[src/rtl/fact_cu.sv]
// Factorial engine control unit.
// Sequences the datapath down-counter and product register, offers a
// go/done/error handshake, and bounds the number of multiply iterations
// with a watchdog so a stuck data_gt flag cannot hang the engine.
module fact_cu #(
   parameter int MAX_ITER = 12,
   parameter int ITER_W   = 4
) (
   input  logic       clk,
   input  logic       rst_n,
   input  logic       go,
   input  logic       data_error,
   input  logic       data_gt,
   output logic       load_cnt,
   output logic       load_reg,
   output logic       en,
   output logic       sel1,
   output logic       sel2,
   output logic       done,
   output logic       error,
   output logic [2:0] cs
);

   typedef enum logic [2:0] {
      S_IDLE  = 3'd0,
      S_INIT  = 3'd1,
      S_CHECK = 3'd2,
      S_MULT  = 3'd3,
      S_DONE  = 3'd4,
      S_ERR   = 3'd5
   } state_t;

   localparam logic [ITER_W-1:0] LP_MAX_ITER = ITER_W'(MAX_ITER);

   state_t            r_state;
   state_t            w_next;
   logic [ITER_W-1:0] r_iter;

   // State register; reset wins in every state, including mid-computation.
   always_ff @(posedge clk) begin
      if (!rst_n) r_state <= S_IDLE;
      else        r_state <= w_next;
   end

   // Iteration counter: cleared on INIT, counts MULT cycles, saturates at the limit.
   always_ff @(posedge clk) begin
      if (!rst_n)
         r_iter <= '0;
      else if (r_state == S_INIT)
         r_iter <= '0;
      else if ((r_state == S_MULT) && (r_iter != LP_MAX_ITER))
         r_iter <= r_iter + 1'b1;
   end

   // Next-state logic and Moore output decode from the state register only.
   always_comb begin
      w_next   = r_state;
      load_cnt = 1'b0;
      load_reg = 1'b0;
      en       = 1'b0;
      sel1     = 1'b0;
      sel2     = 1'b0;
      done     = 1'b0;
      error    = 1'b0;
      unique case (r_state)
         S_IDLE: begin
            if (go) w_next = data_error ? S_ERR : S_INIT;
         end
         S_INIT: begin
            load_cnt = 1'b1;
            load_reg = 1'b1;
            sel1     = 1'b1;
            w_next   = S_CHECK;
         end
         S_CHECK: begin
            if (!data_gt)                  w_next = S_DONE;
            else if (r_iter == LP_MAX_ITER) w_next = S_ERR;
            else                           w_next = S_MULT;
         end
         S_MULT: begin
            load_reg = 1'b1;
            en       = 1'b1;
            w_next   = S_CHECK;
         end
         S_DONE: begin
            sel2 = 1'b1;
            done = 1'b1;
            if (!go) w_next = S_IDLE;
         end
         S_ERR: begin
            error = 1'b1;
            if (!go) w_next = S_IDLE;
         end
         default: w_next = S_IDLE;
      endcase
   end

   assign cs = r_state;

endmodule

[config.mk]
export PLATFORM = sky130hd
export DESIGN_NAME = fact_cu
export DESIGN_NICKNAME = d
export VERILOG_FILES = /design/src/rtl/fact_cu.sv
export SDC_FILE = /design/constraint.sdc
export NUM_CORES = 1
export LEC_CHECK = 0
export ABC_AREA = 1
export CAP_MARGIN = 30
export CORE_AREA = 10 10 47 49
export DETAILED_ROUTE_END_ITERATION = 10
export DIE_AREA = 0 0 57 59
export DONT_BUFFER_PORTS = 1
export GPL_TIMING_DRIVEN = 0
export PLACE_DENSITY = 0.56
export SLEW_MARGIN = 5
export SYNTH_ARGS = -nofsm -noshare
export SYNTH_HDL_FRONTEND = slang
export SYNTH_SLANG_ARGS = --single-unit
export TNS_END_PERCENT = 1
[constraint.sdc]
create_clock -name clk -period 1.51 [get_ports clk]
set_clock_uncertainty 0.2 [all_clocks]
set_input_delay 0.2265 -clock clk [delete_from_list [all_inputs] [get_ports clk]]
set_output_delay 0.2265 -clock clk [all_outputs]
set_load 0.02 [all_outputs]
==> results of run 1 <==
[flip-flops by register name, indices dropped and copies added, names as in the netlist]
signal / cells
cs: 3
r_iter: 4
[worst min-delay path by stage]
stage	startpoint	to	slack, ps	depth (start not counted)
3_5_place_dp	rst_n	r_iter[2]$_SDFFE_PP0P_	170	2
5_1_grt	data_gt	cs[0]$_SDFFE_PN0P_	60	4
2_1_floorplan	rst_n	r_iter[2]$_SDFFE_PP0P_	160	2
3_3_place_gp	rst_n	r_iter[2]$_SDFFE_PP0P_	170	2
4_1_cts	data_gt	cs[0]$_SDFFE_PN0P_	30	4
6_report	data_gt	cs[0]$_SDFFE_PN0P_	20	4
[placed cells by master, fill, tap and decap left out, types with 2 or more instances in the layout]
master	synthesis	routed
nand2_1	22	21
inv_1	11	8
nand3_1	6	5
a21oi_1	6	5
nor2_4	2	4
nor2_1	7	4
inv_2	2	3
clkbuf_4	0	3
dfxtp_4	0	3
dlygate4sd3_1	0	3
dfxtp_1	7	3
buf_4	2	2
[routing by layer]
layer | global-route usage, % | share of wire [%] | routed length, um | up-vias
met3 | 1.93 | 5.5 | 64 | 2
met5 | 0 | 0 | 0 | -
met1 | 8.55 | 46 | 532 | 205
met2 | 12.1 | 46 | 535 | 11
met4 | 4.03 | 2.2 | 25 | 0
li1 | - | - | - | 237
[what timing repair did]
item / 4_1_cts / 5_1_grt
gates cloned: 0 / 0
pin swaps: 1 / 1
buffers inserted: 0 / 1
endpoints found under the hold margin: 7 / 0
setup endpoints to repair: 10 / 11
hold buffers: 3 / 0
resized for setup: 16 / 6
[report_power, final]
part | leakage (nW) | switching [mW] | internal (mW) | total, mW
logic | 0.188 | 0.148 | 0.0798 | 0.228
registers | 0.0595 | 0.0510 | 0.207 | 0.258
clock network | 0.0150 | 0.0700 | 0.101 | 0.171
total | 0.262 | 0.269 | 0.388 | 0.658
[worst max-delay path, cell delays in order (launching register included)]
cell     delay [ps]
dfxtp_4         400
inv_6            60
nor2_4           90
inv_2            60
nor2_4          170
buf_6           150
[layout make-up]
cell class	instances	area [sq um]
inverters	13	56.3
fillers	160	807
clock buffers	4	26.3
repair buffers	4	37.5
plain buffers	2	18.8
flip-flops and latches	7	153
well taps	16	20.0
multi-input cells	49	283
[cell families (layout without fill, tap and decap cells)]
logic type      after synthesis  after routing  synth area share [%]
simple gates                 39             39                  39.7
buf+inv                      15             23                  14.2
compound gates                8              8                  9.22
flops                         7              7                  31.3
fa+ha+maj                     2              2                  5.59
[through the flow]
stage,TNS [ps],cells,worst slack [ps]
floorplan,-51.2,71,-40.3
global placement,-617,87,-202
detailed placement,-610,87,-181
CTS,-251,94,-122
global route,-368,95,-152
finish,-164,95,-93.4
==> impl_metrics.py, run 1 <==
metrics = {
    "run_status": {
        "status": "complete, but fails checks",
        "violations": "negative setup slack",
    },
    "pwr": {
        "p_leak_nw": 0.262,
        "totalPowerFinal_uw": 658,
        "ir_drop_uv": 803,
        "p_per_area_nw_per_um2": 1110,
    },
    "clock_tree": {
        "cts_tree": "yes",
        "root_buffer": "clkbuf_4",
        "cts_buffer_depth": 2,
        "path_clk_slew_ps": 50,
        "clkSinkCount": 7,
        "worstSkewPairLatency_ps": 250,
        "cts_buffers": 3,
        "cts_htree_levels": 1,
    },
    "yosys": {
        "async_reset_ff_share_pct": 0,
        "syn-num-nets": 78,
        "yosys.area.top_type": "dfxtp_1",
        "synth_top_area_share_pct": 31.3,
        "synth_edf_count": 0,
        "ys.warnings.count": 0,
        "synth_area_sq_um": 448,
        "synth-main-ff-cell": "dfxtp_1",
        "avgSynthCellArea_sq_um": 6.31,
        "synth-seq-cells": 7,
        "netlist_top_cells_area": "dfxtp_1, nand2_1, inv_1, a21oi_1, nand3_1",
        "syn_inst": 71,
        "yosysMostFrequentCell": "nand2_1",
        "synth_cell_types": 14,
        "ys_seq_area_share_pct": 31.3,
        "synth_common_cells": "nand2_1, inv_1, dfxtp_1, nor2_1",
    },
    "detailed_routing": {
        "num_vias": 455,
        "drcViolationCount": 0,
        "wl_per_cell_um": 12.2,
        "drt_iter0_drc": 14,
        "viasPerCell": 4.79,
        "ant_nets": 0,
        "postRouteWirelength_um": 1160,
        "dr.pass1.iters": 4,
    },
    "placement": {
        "dp_hpwl_um": 828,
        "post_dp_cell_area_sq_um": 475,
        "numPortBuffers": 0,
        "gp_congestion": 0.681,
    },
    "setup_path": {
        "ff2ff_path_depth": 6,
        "worstSetupPathType": "reg2out",
        "crit_path_start": "cs[2]$_SDFFE_PN0P_",
        "crit_path_start_kind": "flop",
        "end_kind": "primary output",
        "rr_startpoint": "cs[2]$_SDFFE_PN0P_",
        "crit_end": "sel2",
        "required_ps": 1080,
        "rrSetupSlack_ps": 140,
        "arrival_ps": 1180,
        "crit_fanout": 6,
        "r2r_end": "cs[0]$_SDFFE_PN0P_",
    },
    "floorplan": {
        "initial_core_util_pct": 32.0,
        "design.die.area_sq_um": 3360,
        "core-area_sq_um": 1400,
        "die_h_um": 59,
        "rows": 14,
        "boundaryPins": 15,
        "die_x_um": 57,
    },
    "timing": {
        "period_share_pct": 106,
        "worst_slew_pin_slew_ps": 280,
        "fmax_mhz": 624,
        "setup_viol": 3,
        "rsz0062_at_grt": "true",
        "finalHoldViolations": 0,
        "holdWs_ps": 19.0,
        "setup_ws_ps": -93.4,
        "slew_violations": 0,
        "min_period_ps": 1600,
        "relSlewSlack_pct": 81.3,
    },
    "global_routing": {
        "grt_pass1_vias": 447,
        "grt_first_pass_wirelength_um": 2050,
        "overflow": 0,
        "antenna_found_initial": 0,
        "grt_max_degree": 7,
        "gr-usage-all-layers_pct": 7.39,
    },
    "layout": {
        "final_util_pct": 42.4,
        "layout.nets": 87,
        "syn_to_final_growth_pct": 32.7,
        "layout-drive-gt1-share_pct": 31.6,
        "n_antenna_cell": 0,
        "design_area_sq_um": 594,
    },
    "hold_path": {
        "min_path_type": "in2reg",
    },
    "job": {
        "maxCapViolations": 0,
    },
}
(Power assumes the default switching activity.)
==> inputs of run 2 (changes only) <==
DONT_BUFFER_PORTS = unset   (was 1)
PLACE_DENSITY = unset   (was 0.56)
TNS_END_PERCENT = 10   (was 1)
==> run 2 against run 1 <==
The flow still finishes with violations (negative setup slack). Worst hold slack improved by 270 ps. Maximum frequency grew 2.9%. Wire length decreased by 6.7%. Sequential power shrank 8%. Via count grew 9.9%. First-iteration DRC count decreased by 57%. Largest power group is now combinational cells. Utilization increased by 5.4 points. Register-to-register slack got worse by 30 ps.
==> impl_metrics.py, run 2 (synthesis results as in run 1) <==
metrics = {
    "run_status": {
        "status": "complete, but fails checks",
        "violations": "negative setup slack",
    },
    "setup_path": {
        "slowest_delay_ps": 350,
        "end_kind": "primary output",
        "crit_path_start_kind": "flop",
        "arrival_ps": 1130,
        "required_ps": 1080,
        "worstSetupPathType": "reg2out",
        "crit_buf_inv": 4,
        "crit_path_cell_trace": "inv_4, nor2_4, inv_2, nor2_4, buf_4, buf_6",
        "path_delay_family": "flip-flops",
        "cp_slowest_cell": "dfxtp_2",
        "crit_top_cell": "nor2_4",
        "crit_fanout": 5,
    },
    "global_routing": {
        "grt_max_degree": 7,
        "gr-usage-all-layers_pct": 6.60,
        "antenna_found_initial": 0,
        "overflow": 0,
        "grt_pass1_vias": 458,
        "grt_first_pass_wirelength_um": 1790,
    },
    "pwr": {
        "p_int_uw": 440,
        "ir_drop_uv": 436,
        "combPwrFrac_pct": 42.7,
        "p_clk_share_pct": 23.7,
        "p_per_area_nw_per_um2": 1060,
        "totalPowerFinal_uw": 708,
        "pwr-share-seq_pct": 33.6,
        "swShare_pct": 37.9,
        "p_sw_uw": 268,
        "p_leak_nw": 0.329,
    },
    "floorplan": {
        "initial_core_util_pct": 32.0,
        "core-area_sq_um": 1400,
        "design.die.area_sq_um": 3360,
        "rows": 14,
        "die_h_um": 59,
        "die_x_um": 57,
        "boundaryPins": 15,
    },
    "detailed_routing": {
        "ant_nets": 0,
        "drcViolationCount": 0,
        "num_vias": 500,
        "postRouteWirelength_um": 1080,
        "wl_per_cell_um": 10.2,
        "drt_iter0_drc": 6,
        "dr.pass1.iters": 4,
        "viasPerCell": 4.72,
    },
    "layout": {
        "largest_register": "r_iter",
        "syn_to_final_growth_pct": 49.4,
        "layout_common_cells": "nand2_1, inv_1, a21oi_1",
        "layout_commonest_cell": "nand2_1",
        "n_antenna_cell": 0,
        "largest_reg_flops": 4,
        "layout-drive-gt1-share_pct": 31.1,
        "fillerInstances": 151,
        "layout.nets": 98,
    },
    "timing": {
        "setup_ws_ps": -47.9,
        "rsz0062_at_grt": "true",
        "finalHoldViolations": 0,
        "min_period_ps": 1560,
        "slew_violations": 0,
        "fmax_mhz": 642,
        "tns_ps": -81.2,
        "period_share_pct": 103,
        "worst_slew_pin_slew_ps": 212,
        "relSlewSlack_pct": 85.9,
        "setup_viol": 2,
    },
    "clock_tree": {
        "cts_buffers": 3,
        "path_clk_slew_ps": 50,
        "worstSkewPairLatency_ps": 250,
        "cts_tree": "yes",
        "cts_htree_levels": 1,
        "cts_buffer_depth": 2,
        "clkSinkCount": 7,
        "cts_hold_buf": 0,
        "root_buffer": "clkbuf_4",
    },
    "placement": {
        "dp_hpwl_um": 872,
        "numPortBuffers": 14,
        "gp_congestion": 0.820,
    },
    "job": {
        "maxCapViolations": 0,
    },
    "hold_path": {
        "min_path_type": "reg2reg",
    },
}
## run 2: tightest hold or removal path: cells and delay by family, from the launching register on
kind	cells	cell delay (ps)
flops	1	330
simple gates	1	60
compound gates	1	50
## run 2: per-stage QoR
step                      worst slack (ps)  hold WS, ps  cell area [sq um]  std cells  util [%]
after floorplan                      -40.3          165                455         71         -
after global placement                -417          288                616        101      43.9
after detailed placement              -437          294                616        101      43.9
after CTS                             -187          302                632        105      45.1
after global routing                  -117          307                669        106      47.8
final                                -47.9          286                669        106      47.8
## run 2: timing repair
item,4_1_cts,5_1_grt
setup endpoints to repair,10,11
endpoints found under the hold margin,0,0
buffers inserted,0,1
resized for setup,36,17
pin swaps,0,1
## run 2: per-layer routing
metal | routed length (um) | track usage (%)
met4 | 8 | 2.01
met5 | 0 | 0
met3 | 114 | 5.58
met2 | 551 | 12.1
met1 | 405 | 5.05
## run 2: path summary, 6_finish.rpt
| kind | depth (start not counted) | end | slack (ps) | startpoint |
|---|---|---|---|---|
| setup / recovery | 6 | sel2 | -50 | cs[2]$_SDFFE_PN0P_ |
| hold / removal | 2 | r_iter[0]$_SDFFE_PP0P_ | 290 | r_iter[0]$_SDFFE_PP0P_ |
| setup reg to reg | 8 | r_iter[2]$_SDFFE_PP0P_ | 110 | r_iter[1]$_SDFFE_PP0P_ |
| hold reg to reg | 2 | r_iter[0]$_SDFFE_PP0P_ | 290 | r_iter[0]$_SDFFE_PP0P_ |
## run 2: cell type report
| type | instances | area [sq um] | share of cell area [%] |
|---|---|---|---|
| buffer | 2 | 18.8 | 2.80 |
| sequential | 7 | 150 | 22.4 |
| clock buffer | 4 | 26.3 | 3.93 |
| timing repair buffer | 15 | 129 | 19.3 |
| tap | 16 | 20.0 | 2.99 |
| multi-input combinational | 49 | 272 | 40.6 |
| inverter | 13 | 53.8 | 8.04 |
## run 2: power by group through the flow
stage	clock network (mW)	registers (mW)	logic [mW]
after global placement	0	0.227	0.292
after floorplan	0	0.242	0.157
final	0.168	0.238	0.302
after detailed placement	0	0.228	0.293
after global routing	0.189	0.240	0.333
after CTS	0.178	0.230	0.274
==> inputs of run 3 (changes only) <==
clock period = 1.9 ns   (was 1.51 ns; I/O delays follow)
==> run 3 against run 2 <==
The flow now finishes without violations. Global-route usage about the same. Cell area decreased by 7.3%. Die area unchanged. Largest power group unchanged. Critical path type unchanged. Clock-buffer cell count unchanged. Critical endpoint is now done.
==> impl_metrics.py, run 3 (synthesis results as in run 1) <==
metrics = {
    "run_status": {
        "status": "completed",
    },
    "timing": {
        "rsz0062_at_grt": "false",
        "min_period_ps": 1780,
        "period_share_pct": 93.7,
        "slew_violations": 0,
        "fmax_mhz": 561,
        "relSlewSlack_pct": 85.0,
        "worst_slew_pin_slew_ps": 224,
        "setup_viol": 0,
        "finalHoldViolations": 0,
        "tns_ps": 0,
        "setup_ws_ps": 119,
    },
    "setup_path": {
        "r2r_end": "r_iter[2]$_SDFFE_PP0P_",
        "end_kind": "primary output",
        "required_ps": 1410,
        "slowest_delay_ps": 340,
        "path_delay_family": "buffers and inverters",
        "crit_buf_inv": 3,
        "crit_path_cell_trace": "inv_2, nor2_1, inv_1, nor2_1, clkdlybuf4s15_1",
        "rrSetupSlack_ps": 440,
        "arrival_ps": 1300,
        "worstSetupPathType": "reg2out",
        "rr_startpoint": "r_iter[0]$_SDFFE_PP0P_",
        "crit_path_start_kind": "flop",
        "cp_slowest_cell": "dfxtp_1",
        "ff2ff_path_depth": 8,
        "crit_fanout": 6,
        "crit_top_cell": "nor2_1",
    },
    "layout": {
        "layout_commonest_cell": "nand2_1",
        "fillerInstances": 160,
        "largest_register": "r_iter",
        "layout.nets": 97,
        "final_util_pct": 44.3,
        "layout_common_cells": "nand2_1, inv_1, nor2_1, clkdlybuf4s50_1",
        "syn_to_final_growth_pct": 38.5,
        "n_antenna_cell": 0,
        "largest_reg_flops": 4,
        "layout-drive-gt1-share_pct": 16.9,
        "design_area_sq_um": 621,
    },
    "floorplan": {
        "boundaryPins": 15,
        "design.die.area_sq_um": 3360,
        "initial_core_util_pct": 32.0,
        "die_x_um": 57,
        "rows": 14,
        "core-area_sq_um": 1400,
        "die_h_um": 59,
    },
    "global_routing": {
        "grt_pass1_vias": 440,
        "gr-usage-all-layers_pct": 6.62,
        "antenna_found_initial": 0,
        "grt_first_pass_wirelength_um": 1800,
        "overflow": 0,
        "grt_max_degree": 7,
    },
    "pwr": {
        "ir_drop_uv": 406,
        "p_per_area_nw_per_um2": 850,
        "p_leak_nw": 0.313,
        "totalPowerFinal_uw": 527,
    },
    "clock_tree": {
        "cts_htree_levels": 1,
        "cts_buffer_depth": 2,
        "post_cts_buffers": 0,
        "cts_tree": "yes",
        "root_buffer": "clkbuf_4",
        "clkSinkCount": 7,
        "worstSkewPairLatency_ps": 260,
        "path_clk_slew_ps": 50,
        "cts_buffers": 3,
    },
    "detailed_routing": {
        "dr.pass1.iters": 4,
        "drt_iter0_drc": 8,
        "num_vias": 471,
        "postRouteWirelength_um": 1070,
        "drcViolationCount": 0,
        "ant_nets": 0,
        "wl_per_cell_um": 10.2,
        "viasPerCell": 4.49,
    },
    "job": {
        "maxCapViolations": 0,
    },
    "placement": {
        "place_ws_ps": -3.45,
        "dp_hpwl_um": 902,
        "gp_congestion": 0.789,
        "post_dp_cell_area_sq_um": 608,
        "numPortBuffers": 14,
    },
    "hold_path": {
        "min_path_type": "reg2reg",
        "hold_path_depth": 2,
        "min_from": "r_iter[1]$_SDFFE_PP0P_",
        "min_to": "r_iter[1]$_SDFFE_PP0P_",
    },
}
## run 3: layout make-up
type                       count  area, sq um  area share, %
sequential                     7          143           23.0
tap                           16         20.0           3.23
inverter                      13         48.8           7.86
multi-input combinational     49          244           39.3
timing repair buffer          14          124           20.0
clock buffer                   4         26.3           4.23
buffer                         2         15.0           2.42
## run 3: worst register-to-register path, delay by kind of cell (launching register included)
kind	cells	cell delay, ps
DFF	1	390
adders and majority gates	1	210
buffers and inverters	2	170
and+or+nand+nor	5	390
## run 3: worst max path at each step
stage,from,to,slack [ps],cells after the start
detailed placement,cs[2]$_SDFFE_PN0P_,sel2,-3,6
finish,cs[2]$_SDFFE_PN0P_,done,120,5
global route,cs[2]$_SDFFE_PN0P_,done,8,5
floorplan,cs[2]$_SDFFE_PN0P_,sel2,160,5
global placement,cs[2]$_SDFFE_PN0P_,sel2,-20,6
CTS,cs[0]$_SDFFE_PN0P_,sel1,20,4
## run 3: routing by layer
metal	vias to the layer above	GRT usage, %	share of wire [%]
li1	253	-	-
met1	209	5.95	40
met2	9	11.8	51
met3	0	5.15	9.1
met4	0	1.01	0
met5	-	0	0
## run 3: power by group
part           total, mW  internal, mW  leakage, nW  switching [mW]
registers          0.178         0.161       0.0576          0.0162
clock network      0.140        0.0805       0.0150          0.0595
logic              0.210        0.0873        0.241           0.122
## run 3: timing repair
| action | in CTS | in global routing |
|---|---|---|
| setup endpoints to repair | 7 | 5 |
| hold endpoints to repair | 0 | 0 |
| hold buffers | 0 | 0 |
| pin swaps | 0 | 0 |
| resized for setup | 9 | 6 |
## run 3: per-stage QoR
| stage | cells | hold slack [ps] |
|---|---|---|
| floorplan | 71 | 223 |
| global placement | 101 | 290 |
| global route | 105 | 334 |
| detailed placement | 101 | 297 |
| CTS | 105 | 304 |
| finish | 105 | 302 |
